--- src/rtl/dsp_chain_acc_drain.sv ---
// Drain stage for a DSP slice cascade: accumulates groups of chain partial sums,
// then rounds, shifts and saturates each group total into a small output FIFO.
module dsp_chain_acc_drain #(
  parameter int IN_W  = 37,
  parameter int ACC_W = 48,
  parameter int OUT_W = 16,
  parameter int SHIFT = 8,
  parameter int DEPTH = 4
) (
  input  logic             clk,
  input  logic             reset,
  input  logic             in_valid,
  output logic             in_ready,
  input  logic [IN_W-1:0]  in_data,
  input  logic             in_last,
  output logic             out_valid,
  input  logic             out_ready,
  output logic [OUT_W-1:0] out_data,
  output logic             out_sat
);

  localparam int AW = $clog2(DEPTH);

  // Rounding constant 2^(SHIFT-1); evaluates to zero when SHIFT is 0.
  localparam logic signed [ACC_W:0] RND  = ((ACC_W+1)'(1) << SHIFT) >> 1;
  localparam logic signed [ACC_W:0] MAXV = {{(ACC_W-OUT_W+2){1'b0}}, {(OUT_W-1){1'b1}}};
  localparam logic signed [ACC_W:0] MINV = {{(ACC_W-OUT_W+2){1'b1}}, {(OUT_W-1){1'b0}}};

  typedef enum logic {IDLE, RUN} state_t;

  state_t                   state, state_n;
  logic signed [ACC_W-1:0]  acc, acc_n;
  logic signed [ACC_W-1:0]  in_ext;
  logic signed [ACC_W-1:0]  s1_data, s1_n;
  logic                     s1_valid, s1_load;
  logic                     beat;

  logic signed [ACC_W:0]    rnd_sum, quot;
  logic [OUT_W-1:0]         res_data;
  logic                     res_sat;

  logic [OUT_W-1:0]         mem_data [DEPTH];
  logic                     mem_sat  [DEPTH];
  logic [AW-1:0]            wr_ptr, rd_ptr;
  logic [AW:0]              count;
  logic [OUT_W-1:0]         hold_data;
  logic                     hold_sat;
  logic                     push, pop;
  logic [AW+1:0]            occ;

  assign in_ext = {{(ACC_W-IN_W){in_data[IN_W-1]}}, in_data};
  assign beat   = in_valid & in_ready;

  always_comb begin
    state_n = state;
    acc_n   = acc;
    s1_load = 1'b0;
    s1_n    = acc + in_ext;
    case (state)
      IDLE: if (beat) begin
        if (in_last) begin
          s1_load = 1'b1;
          s1_n    = in_ext;
        end else begin
          acc_n   = in_ext;
          state_n = RUN;
        end
      end
      RUN: if (beat) begin
        if (in_last) begin
          s1_load = 1'b1;
          acc_n   = '0;
          state_n = IDLE;
        end else begin
          acc_n   = acc + in_ext;
        end
      end
      default: state_n = IDLE;
    endcase
  end

  always_ff @(posedge clk) begin
    if (reset) begin
      state    <= IDLE;
      acc      <= '0;
      s1_valid <= 1'b0;
      s1_data  <= '0;
    end else begin
      state    <= state_n;
      acc      <= acc_n;
      s1_valid <= s1_load;
      if (s1_load) s1_data <= s1_n;
    end
  end

  // One guard bit keeps the rounding add from wrapping before the shift.
  always_comb begin
    rnd_sum  = {s1_data[ACC_W-1], s1_data} + RND;
    quot     = rnd_sum >>> SHIFT;
    res_sat  = 1'b0;
    res_data = quot[OUT_W-1:0];
    if (quot > MAXV) begin
      res_data = {1'b0, {(OUT_W-1){1'b1}}};
      res_sat  = 1'b1;
    end else if (quot < MINV) begin
      res_data = {1'b1, {(OUT_W-1){1'b0}}};
      res_sat  = 1'b1;
    end
  end

  assign push = s1_valid;
  assign pop  = out_valid & out_ready;

  always_ff @(posedge clk) begin
    if (push) begin
      mem_data[wr_ptr] <= res_data;
      mem_sat[wr_ptr]  <= res_sat;
    end
  end

  always_ff @(posedge clk) begin
    if (reset) begin
      wr_ptr    <= '0;
      rd_ptr    <= '0;
      count     <= '0;
      hold_data <= '0;
      hold_sat  <= 1'b0;
    end else begin
      if (push) wr_ptr <= wr_ptr + 1'b1;
      if (pop) begin
        rd_ptr    <= rd_ptr + 1'b1;
        hold_data <= mem_data[rd_ptr];
        hold_sat  <= mem_sat[rd_ptr];
      end
      case ({push, pop})
        2'b10:   count <= count + 1'b1;
        2'b01:   count <= count - 1'b1;
        default: count <= count;
      endcase
    end
  end

  assign out_valid = (count != '0);
  assign out_data  = out_valid ? mem_data[rd_ptr] : hold_data;
  assign out_sat   = out_valid ? mem_sat[rd_ptr]  : hold_sat;

  // Credit counts results still in the pipe so a stalled FIFO can never overflow.
  assign occ      = (AW+2)'(count) + (AW+2)'(s1_valid);
  assign in_ready = ~reset & (occ < (AW+2)'(DEPTH));

endmodule

--- config.mk ---
export PLATFORM = sky130hd
export DESIGN_NAME = dsp_chain_acc_drain
export DESIGN_NICKNAME = d
export VERILOG_FILES = /design/src/rtl/dsp_chain_acc_drain.sv
export SDC_FILE = /design/constraint.sdc
export NUM_CORES = 1
export LEC_CHECK = 0
export CAP_MARGIN = 20
export CORE_AREA = 2 2 143 215
export DETAILED_ROUTE_END_ITERATION = 12
export DIE_AREA = 0 0 145 217
export PLACE_DENSITY = 0.55
export RECOVER_POWER = 25
export SYNTH_ARGS = -nofsm -noshare
export SYNTH_HDL_FRONTEND = slang
export SYNTH_SLANG_ARGS = --single-unit
--- constraint.sdc ---
create_clock -name clk -period 4.6 [get_ports clk]
set_input_delay 1.38 -clock clk [delete_from_list [all_inputs] [get_ports clk]]
set_output_delay 1.38 -clock clk [all_outputs]
set_load 0.02 [all_outputs]
# Word level (Yosys, flattened, before mapping)
# Memory sizes are Yosys's and may differ from the RTL's. A register that Yosys moved wholly into a read port is not among the register bits.
# Index checks and enable logic that the tools add are counted.
# word_totals
register_bits,122
ramBits,68
out_inout_bits,19
wordCells,61
memories,2
# mem_list
name,words,word_bits,rd,rd_ports_with_merged_regs,write_ports,line,source
mem_data,4,16,1,1,1,42,logic [OUT_W-1:0] mem_data [DEPTH];
mem_sat,4,1,1,1,1,43,logic mem_sat [DEPTH];
# op_classes
add_sub_neg,7
order_cmp,3
n_eq_ne,5
mux,27
n_bitwise,5
n_reduce_logical,3
# op_table
op,n
two-way mux 48 bit,7
one-hot mux 48 bit (2 select lines),1
adder 48 x 9 -> 49 bit (second input constant),1
adder 48 x 37 -> 48 bit,1
two-way mux 16 bit,3
> comparator 41 x 16 -> 1 bit (second input constant),1
less-than comparator 41 x 16 -> 1 bit (second input constant),1
two-way mux 1 bit,10
two-way mux 2 bit,4
one-hot mux 3 bit (2 select lines),1
adder 2 x 1 -> 2 bit (second input constant),2
adder 3 x 1 -> 4 bit,1
less-than comparator 4 x 3 -> 1 bit (second input constant),1
inequality test 2 bit (second input constant),2
adder 3 x 1 -> 3 bit (second input constant),1
AND 1 bit,3
AND reduction 3 bit,1
nonzero test 3 bit,1
subtractor 3 x 1 -> 3 bit (second input constant),1
== test 2 x 1 -> 1 bit (second input constant),1
== test 2 bit (second input constant),1
inequality test 2 x 1 -> 1 bit (second input constant),1
inverter 1 bit,2
one-hot mux 1 bit (2 select lines),1
nonzero test 2 bit,1

# Longest topological paths before layout
# depth
word_depth,6
ltp_mapped,11
ltp_nobuf,11

# Least setup slack after synthesis
# Ideal clock, no wire load.
# synth_path
path_kind,in2reg
startpoint,input in_data[0]
endpoint,register acc[34]
arrival_ns,3.931
required_time_ns,4.466
setup_slack_ns,0.535
stages,11
cell_sequence,ha_1 -> fa_1 -> a21o_1 -> a221oi_1 -> nor4bb_1 -> nor4b_1 -> nor3_1 -> o21ai_1 -> a21boi_0 -> xor2_1 -> o22ai_1
# synth_between
elab_chain_cells,4
# synth_rtl
element,line,source
"start, declared",14,"input logic [IN_W-1:0] in_data,"
adder 48 x 37 -> 48 bit,75,acc_n = acc + in_ext;
two-way mux 48 bit,70,if (in_last) begin
two-way mux 48 bit,69,RUN: if (beat) begin
one-hot mux 48 bit (2 select lines),59,case (state)
"end signal, assigned",90,acc <= acc_n;
"end, declared",32,"logic signed [ACC_W-1:0] acc, acc_n;"
# No other way between the ends. The select of a mux whose other input is x is not followed.
# A chain may end at the register's enable or synchronous reset.

# Final worst setup path
# layout_path
startpoint,input in_data[36]
endpoint,register acc[47]
# layout_between
elab_chain_cells,4
word_cells_on_any_way,6
classes_between,add/sub: 1; mux: 5
# layout_rtl
element,line
adder 48 x 37 -> 48 bit,75
two-way mux 48 bit,70
two-way mux 48 bit,69
one-hot mux 48 bit (2 select lines) *,59
# Mark *: on every way between the ends. The rest lies on a longest branch, timed or not. The select of a mux whose other input is x is not followed.

==> results_tabular.tex <==
\begin{tabular}{lr}
\hline
Metric & Value \\
\hline
\multicolumn{2}{l}{\textbf{Outcome}} \\
Status & complete, no violations \\
\multicolumn{2}{l}{\textbf{Power}} \\
Peak supply drop & 0.000262 V \\
Power density relative to cell area & 375 mW/mm\^{}2 \\
Static leakage power & 5.24 nW \\
Clock network power share & 0.299 \\
Sequential Power Share & 0.372 \\
Switching Share & 0.330 \\
Net switching power figure & 1.71 mW \\
Proportion of power drawn by combinational gates & 0.329 \\
Power Internal & 3.48 mW \\
\multicolumn{2}{l}{\textbf{Worst setup path}} \\
Worst setup EP type & flop \\
Number of cells on the worst reg-to-reg path & 10 \\
Critical Path RT & 4890 ps \\
Cells along the critical path & clkdlybuf4s50\_1 -> ha\_1 -> a21o\_1 -> a21o\_1 -> a2111oi\_0 -> o41ai\_1 -> a2111oi\_0 -> nor2\_1 -> xor2\_1 -> mux2i\_1 -> a211oi\_1 \\
Launching element type of the critical path & input pin \\
Buffers plus inverters on the worst setup path & 1 \\
Type of the setup path with the least slack & in -> reg \\
Register-to-Register Setup Slack & 870 ps \\
CP Max Fanout & 4 \\
Critical R2R Capture & mem\_data[0][14] \\
CP max stage cell & sky130\_fd\_sc\_hd\_\_a2111oi\_0 \\
Critical register-to-register path startpoint & s1\_data[9] \\
Crit path DAT & 4700 ps \\
CP top delay family & compound AO/OA/AOI/OAI gates \\
Largest stage delay on the critical path & 580 ps \\
\multicolumn{2}{l}{\textbf{Route}} \\
DR pass1 iterations & 6 \\
Post-Route WL & 35000 um \\
Count of unresolved DRC violations after routing & 0 \\
Number of nets still failing antenna checks after routing & 0 \\
DRC marker count from the first detailed-route iteration & 533 \\
Vias post-DR & 10200 \\
Post-detailed-route wirelength per cell & 19.2 um \\
Via/cell ratio & 5.62 \\
\multicolumn{2}{l}{\textbf{Synth}} \\
Post-Synthesis Cells & 1309 \\
Cell area after synthesis & 0.0117 sq mm \\
Arithmetic-cell share of the synthesized area counting full adders, half adders and majority gates & 0.0603 \\
Number of register bits inferred by synthesis & 185 \\
Share of async-settable or async-resettable flops after synthesis & 0 \\
Xor-xnor portion of the synthesized cell area & 0.0578 \\
Synth Area in Simple Gates & 0.184 \\
Top FF cell, synth & sky130\_fd\_sc\_hd\_\_dfxtp\_1 \\
Combinational family with the most area after synthesis & compound AO/OA/AOI/OAI gates \\
Fraction of the mapped netlist area in compound gates & 0.219 \\
Area share of the leading cell type in the synthesized netlist & 0.201 \\
Leading cell types by total area after synthesis & sky130\_fd\_sc\_hd\_\_dfxtp\_1 (20\%), sky130\_fd\_sc\_hd\_\_edfxtp\_1 (17\%), sky130\_fd\_sc\_hd\_\_ha\_1 (5.7\%) \\
Leading cell type by number of instances after synthesis & sky130\_fd\_sc\_hd\_\_nand2\_1 \\
Post-synth EDFFs & 68 \\
Sequential fraction of the synthesis area & 0.376 \\
Post-synthesis mux area share & 0.0639 \\
Number of unique standard cell types used by synthesis & 89 \\
Dominant cell type by area after synthesis & sky130\_fd\_sc\_hd\_\_dfxtp\_1 \\
Avg Inst Size Synth & 8.91 sq um \\
Number of warnings printed during yosys synthesis & 0 \\
Leading cell types by count after synthesis & sky130\_fd\_sc\_hd\_\_nand2\_1 (156), sky130\_fd\_sc\_hd\_\_dfxtp\_1 (117), sky130\_fd\_sc\_hd\_\_a21oi\_1 (108) \\
Synthesized net count & 1406 \\
\multicolumn{2}{l}{\textbf{Placed design}} \\
Setup slack after placement & -171 ps \\
Placer Congestion & 0.912 \\
Placed insts & 1789 \\
Half-perimeter wire length of the detailed placement result & 26400 um \\
Count of port buffers added during placement & 60 \\
\multicolumn{2}{l}{\textbf{Timing}} \\
FMAX & 0.226 GHz \\
Setup violations, final & 0 \\
Pins over their slew limit & 0 \\
Final sum of negative setup slack & 0 ps \\
Count of endpoints failing hold in the final timing report & 0 \\
Final setup slack of the worst path & 182 ps \\
Minimum hold slack & 451 ps \\
Final worst clock skew & 10.3 ps \\
Pin slew with the least headroom to its limit & 1330 ps \\
Final period utilization & 0.960 \\
Max transition margin & 0.115 \\
Minimum period implied by the final worst setup slack & 4420 ps \\
Unrepaired setup endpoints after global routing & false \\
\multicolumn{2}{l}{\textbf{Clocking}} \\
Clock slew at reported path FFs & 70 ps \\
Clk root buf & sky130\_fd\_sc\_hd\_\_clkbuf\_16 \\
Clock tree from TritonCTS & done \\
Post CTS Setup Buffer Count & 0 \\
Number of sinks handled by clock tree synthesis & 185 \\
Count of hold buffers inserted by post-cts repair & 0 \\
Total clock buffers created by CTS & 17 \\
Worst-case clock buffer depth & 2 \\
Quantity of gates resized following cts & 0 \\
Worst-Skew Late Latency & 450 ps \\
Maximum level of the CTS H-tree & 4 \\
\multicolumn{2}{l}{\textbf{Finish}} \\
Final Non-Filler Cells & 1821 \\
Fraction of final layout cells sized beyond drive strength 1 & 0.153 \\
Fill cell total of the finished layout & 2949 \\
Net total in the final layout & 1505 \\
Antenna cell count & 0 \\
Post-synthesis to final-layout area growth & 18.5\% \\
Final core utilization & 0.465 \\
\multicolumn{2}{l}{\textbf{Global route}} \\
Sum of overflow across all layers after global routing & 0 \\
GRT Util Overall & 0.225 \\
Largest net degree at the start of global routing & 56 \\
Number of antenna violations at the first check in global routing & 0 \\
Global-route wire length before repair & 56100 um \\
Via count of the first global-routing pass & 10200 \\
\multicolumn{2}{l}{\textbf{Hold path}} \\
Endpoint of the worst hold-timing path & hold\_data[8] \\
Hold path startpoint & hold\_data[8] \\
Cell depth of the worst hold path & 2 \\
HP Class & reg -> reg \\
\multicolumn{2}{l}{\textbf{Die}} \\
Die footprint & 0.0315 sq mm \\
Die extent in y & 217 um \\
Initial core utilization & 0.392 \\
Area of the core region & 0.0298 sq mm \\
Floorplan row count & 78 \\
Total I/O pin count & 61 \\
Die span in x & 145 um \\
\multicolumn{2}{l}{\textbf{Run}} \\
Max-cap viol count & 0 \\
\hline
\end{tabular}
per-stage QoR:
step                cell area [sq um]  power [mW]
global placement                13200        3.67
global route                    13800        5.44
detailed placement              13200        3.68
floorplan                       11700        3.04
CTS                             13800        5.24
finish                          13800        5.19
logic make-up (layout without fill, tap and decap cells):
family,count (synthesis),after routing
compound gates,397,397
xor+xnor,77,77
fa+ha+maj,55,55
buf+inv,112,224
flops,185,185
mux,51,51
simple gates,432,432
layout make-up:
type | instances | area, sq um | area share
Clock buffer | 19 | 454 | 0.0328
Clock inverter | 13 | 159 | 0.0115
Inverter | 23 | 86.3 | 0.00624
Multi-Input combinational cell | 1012 | 6830 | 0.494
Sequential cell | 185 | 4390 | 0.317
Tap cell | 400 | 500 | 0.0362
Timing Repair Buffer | 169 | 1410 | 0.102
cell usage in the layout, fill, tap and decap left out, types with 16 or more instances in the layout:
master                              n
sky130_fd_sc_hd__a31oi_1           40
sky130_fd_sc_hd__mux2_2            18
sky130_fd_sc_hd__nand4_1           23
sky130_fd_sc_hd__a21o_1            33
sky130_fd_sc_hd__a211oi_1          24
sky130_fd_sc_hd__o21ai_0           81
sky130_fd_sc_hd__clkdlybuf4s50_1   59
sky130_fd_sc_hd__edfxtp_1          68
sky130_fd_sc_hd__a21oi_1          107
sky130_fd_sc_hd__xor2_1            35
sky130_fd_sc_hd__nand3_1           31
sky130_fd_sc_hd__mux2i_1           16
sky130_fd_sc_hd__nor3_1            31
sky130_fd_sc_hd__dfxtp_1          116
sky130_fd_sc_hd__ha_1              53
sky130_fd_sc_hd__mux4_2            17
sky130_fd_sc_hd__xnor2_1           42
sky130_fd_sc_hd__and3_1            16
sky130_fd_sc_hd__nand2_1          156
sky130_fd_sc_hd__nor2_1            92
sky130_fd_sc_hd__clkbuf_16         18
sky130_fd_sc_hd__buf_4            109
sky130_fd_sc_hd__inv_1             23
routing by layer:
metal	global-route usage	routed length, um
met4	0.0993	1280
met3	0.0275	919
met2	0.407	17900
met5	0	0
met1	0.268	14900
power by group through the flow:
stage / Clock (mW) / Combinational (mW) / Sequential [mW]
final: 1.55 / 1.70 / 1.93
after floorplan: 0 / 1.12 / 1.92
after CTS: 1.59 / 1.72 / 1.93
after global routing: 1.64 / 1.86 / 1.95
after detailed placement: 0 / 1.71 / 1.97
after global placement: 0 / 1.71 / 1.96
state kept, by name, summed over array words and instances (netlist names), named ones only:
signal,count
push,1
mem_data,64
hold_data,16
s1_data,41
acc,48
mem_sat,4
hold_sat,1
count,3
rd_ptr,2
wr_ptr,2
worst max-delay path by stage:
stage,startpoint,end,cells after the start
4_1_cts,in_data[16],acc[47],12
3_3_place_gp,in_data[16],s1_data[47],12
3_5_place_dp,in_data[16],acc[47],12
5_1_grt,in_data[0],acc[32],14
2_1_floorplan,in_data[0],acc[34],11
6_report,in_data[36],acc[47],11
worst reg2reg max path: stages, from the launching register on:
cell and delay (ps):
sky130_fd_sc_hd__dfxtp_1 410, sky130_fd_sc_hd__and3_1 450, sky130_fd_sc_hd__nand2_1 270, sky130_fd_sc_hd__nor3_1 400, sky130_fd_sc_hd__nand4_1 170, sky130_fd_sc_hd__mux2i_1 190, sky130_fd_sc_hd__or4_4 450, sky130_fd_sc_hd__nor4_4 270
sky130_fd_sc_hd__buf_4 190, sky130_fd_sc_hd__or2_1 430, sky130_fd_sc_hd__o21ai_2 200
No activity file was read; power rests on OpenSTA's default activity.
